## config.mk

```make
export PLATFORM = sky130hd
export DESIGN_NAME = irq_ctrl_flat
export DESIGN_NICKNAME = d
export VERILOG_FILES = /design/src/rtl/irq_pkg.sv /design/src/rtl/irq_ctrl_if.sv /design/src/rtl/irq_sync.sv /design/src/rtl/irq_ctrl.sv /design/src/flat_wrapper.sv
export SDC_FILE = /design/constraint.sdc
export NUM_CORES = 1
export LEC_CHECK = 0
export BUFFER_PORTS_ARGS = -buffer_cell sky130_fd_sc_hd__buf_2
export CAP_MARGIN = 20
export CORE_MARGIN = 4
export CORE_UTILIZATION = 45
export CTS_CLUSTER_DIAMETER = 80
export DETAILED_ROUTE_END_ITERATION = 10
export PLACE_DENSITY = 0.73
export SLEW_MARGIN = 20
export SYNTH_ARGS = -nofsm -noshare
export SYNTH_HDL_FRONTEND = slang
export SYNTH_HIERARCHICAL = 1
export SYNTH_SLANG_ARGS = --single-unit
```

## constraint.sdc

```tcl
create_clock -name CLK -period 4.69 [get_ports CLK]
set_clock_uncertainty 0.1 [all_clocks]
set_input_delay 0.938 -clock CLK [delete_from_list [all_inputs] [get_ports CLK]]
set_output_delay 0.938 -clock CLK [all_outputs]
set_load 0.005 [all_outputs]
```

## src/rtl/irq_pkg.sv

```systemverilog
// irq_pkg: shared FSM state type and vector-table constants for irq_ctrl.
package irq_pkg;

    // Request/service sequencing states.
    typedef enum logic [1:0] {
        ST_IDLE    = 2'd0,
        ST_REQ     = 2'd1,
        ST_ENTRY   = 2'd2,
        ST_SERVICE = 2'd3
    } irq_state_e;

    // Default ISR vector table base address.
    localparam logic [31:0] VEC_BASE_DEFAULT = 32'h0000_1C00;

    // Byte distance between consecutive vector table entries.
    localparam logic [31:0] VEC_STRIDE = 32'd4;

endpackage

```

## src/rtl/irq_ctrl_if.sv

```systemverilog
// irq_ctrl_if: request/acknowledge handshake between irq_ctrl and the control unit.
// master = interrupt controller side, slave = control unit side.
interface irq_ctrl_if #(
    parameter int NUM_IRQ = 16
);
    localparam int IDW = $clog2(NUM_IRQ);

    logic           irq_status_update;
    logic           irq_context;
    logic           irq_ack;
    logic           irq;
    logic           irq_status;
    logic [IDW-1:0] irq_id;
    logic [31:0]    irq_addr;

    modport master (
        input  irq_status_update,
        input  irq_context,
        input  irq_ack,
        output irq,
        output irq_status,
        output irq_id,
        output irq_addr
    );

    modport slave (
        output irq_status_update,
        output irq_context,
        output irq_ack,
        input  irq,
        input  irq_status,
        input  irq_id,
        input  irq_addr
    );
endinterface

```

## src/rtl/irq_sync.sv

```systemverilog
// irq_sync: two-flop synchronizer for one raw interrupt line, producing the
// per-cycle "set pending" request. With IRQ_CTRL_EDGE_DETECT_EN defined the
// request fires only on a synchronized 0->1 transition; otherwise it follows
// the synchronized level.
module irq_sync (
    input  logic CLK,
    input  logic RES_N,
    input  logic irq_i,
    output logic set_o
);
    logic sync1_q;
    logic sync2_q;

    // Metastability chain for the asynchronous line.
    always_ff @(posedge CLK or negedge RES_N) begin
        if (!RES_N) begin
            sync1_q <= 1'b0;
            sync2_q <= 1'b0;
        end else begin
            sync1_q <= irq_i;
            sync2_q <= sync1_q;
        end
    end

`ifdef IRQ_CTRL_EDGE_DETECT_EN
    logic hist_q;

    // Previous synchronized value, used to spot rising edges.
    always_ff @(posedge CLK or negedge RES_N) begin
        if (!RES_N) begin
            hist_q <= 1'b0;
        end else begin
            hist_q <= sync2_q;
        end
    end

    assign set_o = sync2_q & ~hist_q;
`else
    assign set_o = sync2_q;
`endif

endmodule

```

## src/rtl/irq_ctrl.sv

```systemverilog
// irq_ctrl: prioritised interrupt controller. Raw lines are synchronized,
// latched into sticky pending bits, and the lowest pending index is offered
// to the control unit one at a time (no preemption).
// Optional feature macro: IRQ_CTRL_EDGE_DETECT_EN (edge-triggered pending set).
//
//   state      | meaning
//   -----------+----------------------------------------------------------
//   ST_IDLE    | no request outstanding; pick lowest pending index
//   ST_REQ     | irq asserted, waiting for ISR entry (update, context=1)
//   ST_ENTRY   | ISR entered, waiting for ack to retire the pending bit
//   ST_SERVICE | ISR running, waiting for MRET (update, context=0)
module irq_ctrl
    import irq_pkg::*;
#(
    parameter int          NUM_IRQ  = 16,
    parameter logic [31:0] VEC_BASE = VEC_BASE_DEFAULT
) (
    input  logic               CLK,
    input  logic               RES_N,
    input  logic [NUM_IRQ-1:0] irq_in,
    irq_ctrl_if.master         bus
);
    localparam int IDW = $clog2(NUM_IRQ);

    irq_state_e         state_q;
    logic               irq_q;
    logic               irq_status_q;
    logic [IDW-1:0]     irq_id_q;
    logic [NUM_IRQ-1:0] pending_q;
    logic [NUM_IRQ-1:0] pending_d;
    logic [NUM_IRQ-1:0] set_v;
    logic [NUM_IRQ-1:0] clr_v;
    logic [IDW-1:0]     first_idx;
    logic               ack_take;

    for (genvar gi = 0; gi < NUM_IRQ; gi++) begin : g_sync
        irq_sync u_sync (
            .CLK   (CLK),
            .RES_N (RES_N),
            .irq_i (irq_in[gi]),
            .set_o (set_v[gi])
        );
    end

    // Lowest set pending index wins (bit 0 is highest priority).
    always_comb begin
        first_idx = '0;
        for (int i = NUM_IRQ - 1; i >= 0; i--) begin
            if (pending_q[i]) begin
                first_idx = IDW'(i);
            end
        end
    end

    assign ack_take = (state_q == ST_ENTRY) && bus.irq_ack;

    // Pending update; a set landing on a bit being cleared keeps it set.
    always_comb begin
        clr_v = '0;
        if (ack_take) begin
            clr_v[irq_id_q] = 1'b1;
        end
        pending_d = (pending_q & ~clr_v) | set_v;
    end

    // Sticky pending register.
    always_ff @(posedge CLK or negedge RES_N) begin
        if (!RES_N) begin
            pending_q <= '0;
        end else begin
            pending_q <= pending_d;
        end
    end

    // Request/service sequencer with registered handshake outputs.
    always_ff @(posedge CLK or negedge RES_N) begin
        if (!RES_N) begin
            state_q      <= ST_IDLE;
            irq_q        <= 1'b0;
            irq_status_q <= 1'b0;
            irq_id_q     <= '0;
        end else begin
            case (state_q)
                ST_IDLE: begin
                    if (|pending_q) begin
                        irq_id_q <= first_idx;
                        irq_q    <= 1'b1;
                        state_q  <= ST_REQ;
                    end
                end
                ST_REQ: begin
                    if (bus.irq_status_update && bus.irq_context) begin
                        irq_status_q <= 1'b1;
                        irq_q        <= 1'b0;
                        state_q      <= ST_ENTRY;
                    end
                end
                ST_ENTRY: begin
                    if (ack_take) begin
                        state_q <= ST_SERVICE;
                    end
                end
                ST_SERVICE: begin
                    if (bus.irq_status_update && !bus.irq_context) begin
                        irq_status_q <= 1'b0;
                        state_q      <= ST_IDLE;
                    end
                end
                default: begin
                    state_q <= ST_IDLE;
                end
            endcase
        end
    end

    assign bus.irq        = irq_q;
    assign bus.irq_status = irq_status_q;
    assign bus.irq_id     = irq_id_q;
    assign bus.irq_addr   = VEC_BASE + (32'(irq_id_q) * VEC_STRIDE);

endmodule
```

## src/flat_wrapper.sv

```systemverilog
// flat-port wrapper written by rule: the top's interface ports become plain ports
module irq_ctrl_flat import irq_pkg::*;
#(
    parameter int          NUM_IRQ  = 16,
    parameter logic [31:0] VEC_BASE = VEC_BASE_DEFAULT
)
  (CLK, RES_N, irq_in, bus_irq_status_update, bus_irq_context, bus_irq_ack, bus_irq, bus_irq_status, bus_irq_id, bus_irq_addr);
  irq_ctrl_if #(.NUM_IRQ(NUM_IRQ)) bus_i ();
  input  logic CLK;
  input  logic RES_N;
  input  logic [NUM_IRQ-1:0] irq_in;
  input wire logic [$bits(bus_i.irq_status_update)-1:0] bus_irq_status_update;
  input wire logic [$bits(bus_i.irq_context)-1:0] bus_irq_context;
  input wire logic [$bits(bus_i.irq_ack)-1:0] bus_irq_ack;
  output wire logic [$bits(bus_i.irq)-1:0] bus_irq;
  output wire logic [$bits(bus_i.irq_status)-1:0] bus_irq_status;
  output wire logic [$bits(bus_i.irq_id)-1:0] bus_irq_id;
  output wire logic [$bits(bus_i.irq_addr)-1:0] bus_irq_addr;
  assign bus_i.irq_status_update = bus_irq_status_update;
  assign bus_i.irq_context = bus_irq_context;
  assign bus_i.irq_ack = bus_irq_ack;
  assign bus_irq = bus_i.irq;
  assign bus_irq_status = bus_i.irq_status;
  assign bus_irq_id = bus_i.irq_id;
  assign bus_irq_addr = bus_i.irq_addr;
  irq_ctrl #(.NUM_IRQ(NUM_IRQ), .VEC_BASE(VEC_BASE)) u_core (.CLK(CLK), .RES_N(RES_N), .irq_in(irq_in), .bus(bus_i));
endmodule
```

==> results.json, run 1 <==
{
  "hp-class": "flop to flop",
  "vias": 1357,
  "pwr-share-seq_pct": 54.9,
  "fin_crit_sh_pct": 44.8,
  "critical_path.max_fanout": 11,
  "syn_area_um2": 2300,
  "drtIter0Drc": 57,
  "finalSetupTns_ps": 0,
  "leakagePower_uw": 0.00108,
  "clk_latency_ps": 300,
  "min_period_ps": 2100,
  "worst_slew_pin_slew_ps": 662,
  "r2r_start": "u_core/state_q[0]$_DFFE_PN0P_",
  "report.final.slew_viol_count": 0,
  "worst_hold_path.endpoint": "u_core/g_sync[3].u_sync/set_o$_DFF_PN0_",
  "die_area_um2": 6320,
  "place.gp.congestion": 0.773,
  "reg2reg_depth": 6,
  "yosys.area.top_type_share_pct": 60.9,
  "finalInstanceArea_um2": 2480,
  "synth-seq-area-share_pct": 60.9,
  "worstHoldStart": "u_core/g_sync[3].u_sync/sync1_q$_DFF_PN0_",
  "h-tree-depth": 2,
  "cp_cell_sequence": "buf_2",
  "reg2reg_slack_ps": 2900,
  "antenna_found_initial": 0,
  "cp.required_ps": 3650,
  "placedInstanceArea_um2": 2390,
  "grt_pass1_wl_um": 5820,
  "synth_area_per_cell_um2": 11.7,
  "ys_ff_latch": 56,
  "r2r_end": "u_core/state_q[1]$_DFFE_PN0P_",
  "grt_use_total_pct": 11.9,
  "seq_area_um2": 1400,
  "num_io_pins": 59,
  "slew_headroom_pct": 55.8,
  "die_y_um": 79.5,
  "grt_max_degree": 57,
  "cts-root-buf": "clkbuf_8",
  "crit_type": "flop to output port",
  "hold_viol_final": 0,
  "setup_violations": 0,
  "drive_above_1_share_pct": 19.8,
  "layout-area-overhead-vs-synth_pct": 7.89,
  "start_kind": "flop",
  "path_buf_inv": 1,
  "switching_share_pct": 30.2,
  "cts_resized": 0,
  "status": "finished, final reports clean",
  "grt-ovfl-total": 0,
  "layout_commonest_cell": "dfrtp_1",
  "synth_top_area_cell": "dfrtp_1",
  "fmax_ghz": 0.475,
  "syn_inst": 196,
  "cts_tree": "done",
  "cap_violations": 0,
  "routedWlPerCell_um": 11.6,
  "dr.pass1.iters": 4,
  "peakVddDrop_uv": 267,
  "numCtsBuffers": 5,
  "drtAntennaViolNets": 0,
  "grt_pass1_vias": 1287,
  "p_per_area_nw_per_um2": 430,
  "synthTopCellsByArea": "dfrtp_1 (61%), buf_4 (10%), nand2b_1 (4.9%)",
  "p_sw_uw": 323,
  "end_kind": "output port",
  "fillers": 447,
  "layout_common_cells": "dfrtp_1 (56), buf_2 (30), conb_1 (28)",
  "die_x_um": 79.5,
  "wl_um": 3420,
  "cpPeakStageDelay_ps": 580,
  "vias_per_cell": 4.62,
  "rows": 25,
  "hold_buffers": 0,
  "n_antenna_cell": 0,
  "core-area_um2": 4850,
  "port_buffers": 30,
  "grt_setup_unrepaired": "false",
  "power_frac_comb_pct": 20.7,
  "synth.distinct_cells": 28,
  "clock-sinks": 56,
  "multi_input_area_um2": 722,
  "clkTransAtPathRegs_ps": 100,
  "instances_no_fill": 294,
  "drc": 0,
  "ys_warn_count": 6,
  "clk_path_buf_depth": 2,
  "cp_data_arrival_time_ps": 1070,
  "cp_slowest_cell": "dfrtp_1",
  "postCtsSetupRepairBufs": 0,
  "layout.nets": 251,
  "dp_cells": 286,
  "whs_path_depth": 0,
  "power_frac_clock_pct": 24.4,
  "dp_hpwl_um": 2480,
  "start_util_pct": 47.4,
  "p_int_uw": 745,
  "crit_family": "flip-flops"
}
-- metal layers --
metal / vias to the layer above / global-route usage, % / routed length [um] / part of all wire, %
met5: - / 0 / 0 / 0
met4: 0 / 5.67 / 63 / 1.8
met3: 7 / 3.27 / 249 / 7.3
met2: 43 / 17.8 / 1530 / 45
met1: 655 / 16.0 / 1580 / 46
li1: 652 / - / - / -
-- metrics by stage --
step	setup slack, ps	total power, uW	utilization (%)	hold slack [ps]
3_3_place_gp	2490	810	49.3	232
2_1_floorplan	2630	767	-	231
3_5_place_dp	2450	819	49.3	235
6_report	2590	1070	51.2	255
4_1_cts	2580	1080	51.2	256
5_1_grt	2500	1150	51.2	266
-- worst max-delay path by stage --
stage	from	end	cells past startpoint
2_1_floorplan	bus_irq_context	u_core/state_q[1]$_DFFE_PN0P_	5
3_3_place_gp	bus_irq_context	u_core/state_q[1]$_DFFE_PN0P_	6
3_5_place_dp	bus_irq_context	u_core/state_q[1]$_DFFE_PN0P_	6
4_1_cts	u_core/bus.irq_id[0]$_DFFE_PN0P_	bus_irq_id[0]	1
5_1_grt	u_core/bus.irq_id[0]$_DFFE_PN0P_	bus_irq_addr[2]	1
6_report	u_core/bus.irq_id[0]$_DFFE_PN0P_	bus_irq_addr[2]	1
-- cells by family (layout without fill, tap and decap cells) --
group | count (synthesis) | in the layout | share of synthesized area [%]
buf+inv | 41 | 46 | 11.9
mux | 2 | 2 | 1.14
fa+ha+maj | 4 | 4 | 2.18
compound gates | 35 | 35 | 9.14
other cells | 2 | 28 | 0.327
simple gates | 56 | 56 | 14.4
flops | 56 | 56 | 60.9
-- flip-flops by register name (all words and copies together), names as in the netlist --
name and count:
u_core/g_sync.u_sync/sync1_q 16, u_core/state_q 2, u_core/g_sync.u_sync/set_o 16, u_core/bus.irq 1
u_core/bus.irq_status 1, u_core/pending_q 16, u_core/bus.irq_id 4
-- power groups by stage --
| stage | sequential [uW] | combinational, uW | clock, uW |
|---|---|---|---|
| 2_1_floorplan | 577 | 191 | 0 |
| 5_1_grt | 595 | 258 | 294 |
| 3_5_place_dp | 596 | 223 | 0 |
| 4_1_cts | 586 | 224 | 271 |
| 3_3_place_gp | 593 | 217 | 0 |
| 6_report | 586 | 221 | 261 |
-- cell usage after synthesis --
master	count
o31ai_1	4
nand2_1	6
conb_1	2
nand2b_1	18
buf_4	32
o211ai_1	2
nor4_1	1
a21oi_1	7
nand4_1	2
nand4b_1	1
inv_1	7
o21ai_0	15
nand3_1	1
clkbuf_1	2
a31oi_1	1
nor3_1	6
nor4_4	1
nor2b_1	2
nor2_1	14
and2_4	1
a2111oi_0	1
a21o_1	4
mux2_4	1
nor4_2	3
o32a_1	1
ha_1	4
dfrtp_1	56
mux2_1	1
-- area by class of cell --
| class | count | area share [%] |
|---|---|---|
| Multi-Input combinational cell | 125 | 29.1 |
| Timing Repair Buffer | 31 | 6.35 |
| Sequential cell | 56 | 56.5 |
| Inverter | 7 | 1.06 |
| Clock inverter | 3 | 0.857 |
| Tap cell | 67 | 3.38 |
| Clock buffer | 5 | 2.77 |
No activity file was read; power rests on OpenSTA's default activity.
==> run 2: changes to the inputs <==
- clock period: 4.69 -> 2.1 ns (I/O delays scaled with it)
==> run 2 against run 1 <==
Net effect:
- critical path depth is 5 higher
- clock power grew to 2.7 times the previous value
- wire length is 3.5% higher
- largest cell class unchanged
- critical path type is now flop to flop
- register-to-register slack worse by 2600 ps
==> results.json, run 2 (synthesis gave the netlist of run 1 again) <==
{
  "status": "finished, final reports clean",
  "grt-ovfl-total": 0,
  "die_area_um2": 6320,
  "leakagePower_uw": 0.00110,
  "layout_common_cells": "dfrtp_1 (56), buf_2 (30), conb_1 (28)",
  "cpPeakStageDelay_ps": 420,
  "cp_cell_sequence": "inv_1 > ha_1 > inv_1 > nor2_1 > nor3_1 > mux2_4",
  "fin_crit_sh_pct": 86.2,
  "clkTransAtPathRegs_ps": 100,
  "report.final.slew_viol_count": 0,
  "cts_resized": 0,
  "setup_violations": 0,
  "hold_slack_ps": 106,
  "crit_family": "flip-flops",
  "core-area_um2": 4850,
  "hold_viol_final": 0,
  "crit_path_frequent_cell": "inv_1",
  "start_kind": "flop",
  "drtAntennaViolNets": 0,
  "antenna_found_initial": 0,
  "cp_data_arrival_time_ps": 1910,
  "path_buf_inv": 2,
  "p_per_area_nw_per_um2": 995,
  "start_util_pct": 47.4,
  "grt_pass1_vias": 1219,
  "cts_tree": "done",
  "place.gp.congestion": 0.880,
  "drive_above_1_share_pct": 19.3,
  "h-tree-depth": 2,
  "clock-sinks": 56,
  "hp-class": "input pin to flop",
  "layout_commonest_cell": "dfrtp_1",
  "grt_max_degree": 34,
  "end_kind": "flop",
  "dp_cells": 286,
  "die_y_um": 79.5,
  "finalSetupTns_ps": 0,
  "drc": 0,
  "clk_path_buf_depth": 2,
  "peakVddDrop_uv": 538,
  "cp_slowest_cell": "dfrtp_1",
  "rows": 25,
  "slew_headroom_pct": 65.6,
  "crit_type": "flop to flop",
  "instances_no_fill": 295,
  "routedWlPerCell_um": 12.0,
  "numCtsBuffers": 5,
  "worst_slack_ps": 290,
  "wl_um": 3540,
  "cts-root-buf": "clkbuf_8",
  "dp_slack_ps": 326,
  "hold_buffers": 1,
  "worst_slew_pin_slew_ps": 515,
  "layout-area-overhead-vs-synth_pct": 9.79,
  "multi_input_area_um2": 722,
  "die_x_um": 79.5,
  "clk_latency_ps": 310,
  "dp_hpwl_um": 2660,
  "postCtsSetupRepairBufs": 0,
  "grt_setup_unrepaired": "false",
  "drtIter0Drc": 77,
  "vias_per_cell": 4.61,
  "placedInstanceArea_um2": 2400,
  "grt_pass1_wl_um": 5700,
  "num_io_pins": 59,
  "dr.pass1.iters": 4,
  "n_antenna_cell": 0,
  "critical_path.max_fanout": 4,
  "cap_violations": 0,
  "min_period_ps": 1810,
  "finalInstanceArea_um2": 2520,
  "grt_use_total_pct": 11.8,
  "fillers": 446,
  "fmax_ghz": 0.553,
  "cp.required_ps": 2200,
  "vias": 1360,
  "port_buffers": 30,
  "layout.nets": 252,
  "seq_area_um2": 1400
}
[run 2: cell count changes in the layout (fill, tap and decap cells not counted)]
cell / before / now
buf_12: 0 / 1
buf_4: 1 / 0
bufinv_16: 0 / 1
clkbuf_1: 0 / 1
clkinv_2: 1 / 0
clkinvlp_4: 1 / 0
dlygate4sd3_1: 0 / 1
[run 2: final timing paths]
| check | endpoint | cells past startpoint | startpoint | slack, ps |
|---|---|---|---|---|
| min in group asynchronous | u_core/g_sync[6].u_sync/set_o$_DFF_PN0_ | 2 | RES_N | 510 |
| worst max register to register | u_core/state_q[1]$_DFFE_PN0P_ | 6 | u_core/state_q[0]$_DFFE_PN0P_ | 290 |
| worst min register to register | u_core/g_sync[8].u_sync/set_o$_DFF_PN0_ | 0 | u_core/g_sync[8].u_sync/sync1_q$_DFF_PN0_ | 250 |
| max in group asynchronous | u_core/g_sync[0].u_sync/set_o$_DFF_PN0_ | 3 | RES_N | 850 |
| worst max-delay path | u_core/state_q[1]$_DFFE_PN0P_ | 6 | u_core/state_q[0]$_DFFE_PN0P_ | 290 |
| worst min-delay path | u_core/g_sync[12].u_sync/sync1_q$_DFF_PN0_ | 1 | irq_in[12] | 110 |
[run 2: report_power, final]
| part | internal (uW) | switching [uW] |
|---|---|---|
| registers | 1190 | 124 |
| clock network | 360 | 333 |
| logic | 246 | 261 |
| total | 1790 | 719 |
[run 2: area by class of cell]
class / instances / share of cell area (%)
flip-flops and latches: 56 / 55.5
multi-input cells: 125 / 28.6
repair buffers: 32 / 7.14
well taps: 67 / 3.32
clock buffers: 6 / 2.87
clock inverters: 2 / 1.54
inverters: 7 / 1.04
[run 2: metrics by stage]
step | util [%] | power, uW
2_1_floorplan | - | 1710
3_5_place_dp | 49.6 | 1840
6_report | 52.1 | 2510
3_3_place_gp | 49.6 | 1820
4_1_cts | 52.1 | 2540
5_1_grt | 52.1 | 2670
[run 2: worst reg2reg max path, delay by kind of cell, from the launching register on]
kind          cells  cell delay [ps]
flops             1              420
simple gates      2              390
mux               1              330
fa+ha+maj         1              250
buf+inv           2              220
[run 2: metal layers]
layer / global-route usage (%) / part of all wire (%)
met1: 15.9 / 42
met2: 17.7 / 48
met3: 2.82 / 7.7
met4: 6.19 / 2.1
met5: 0 / 0
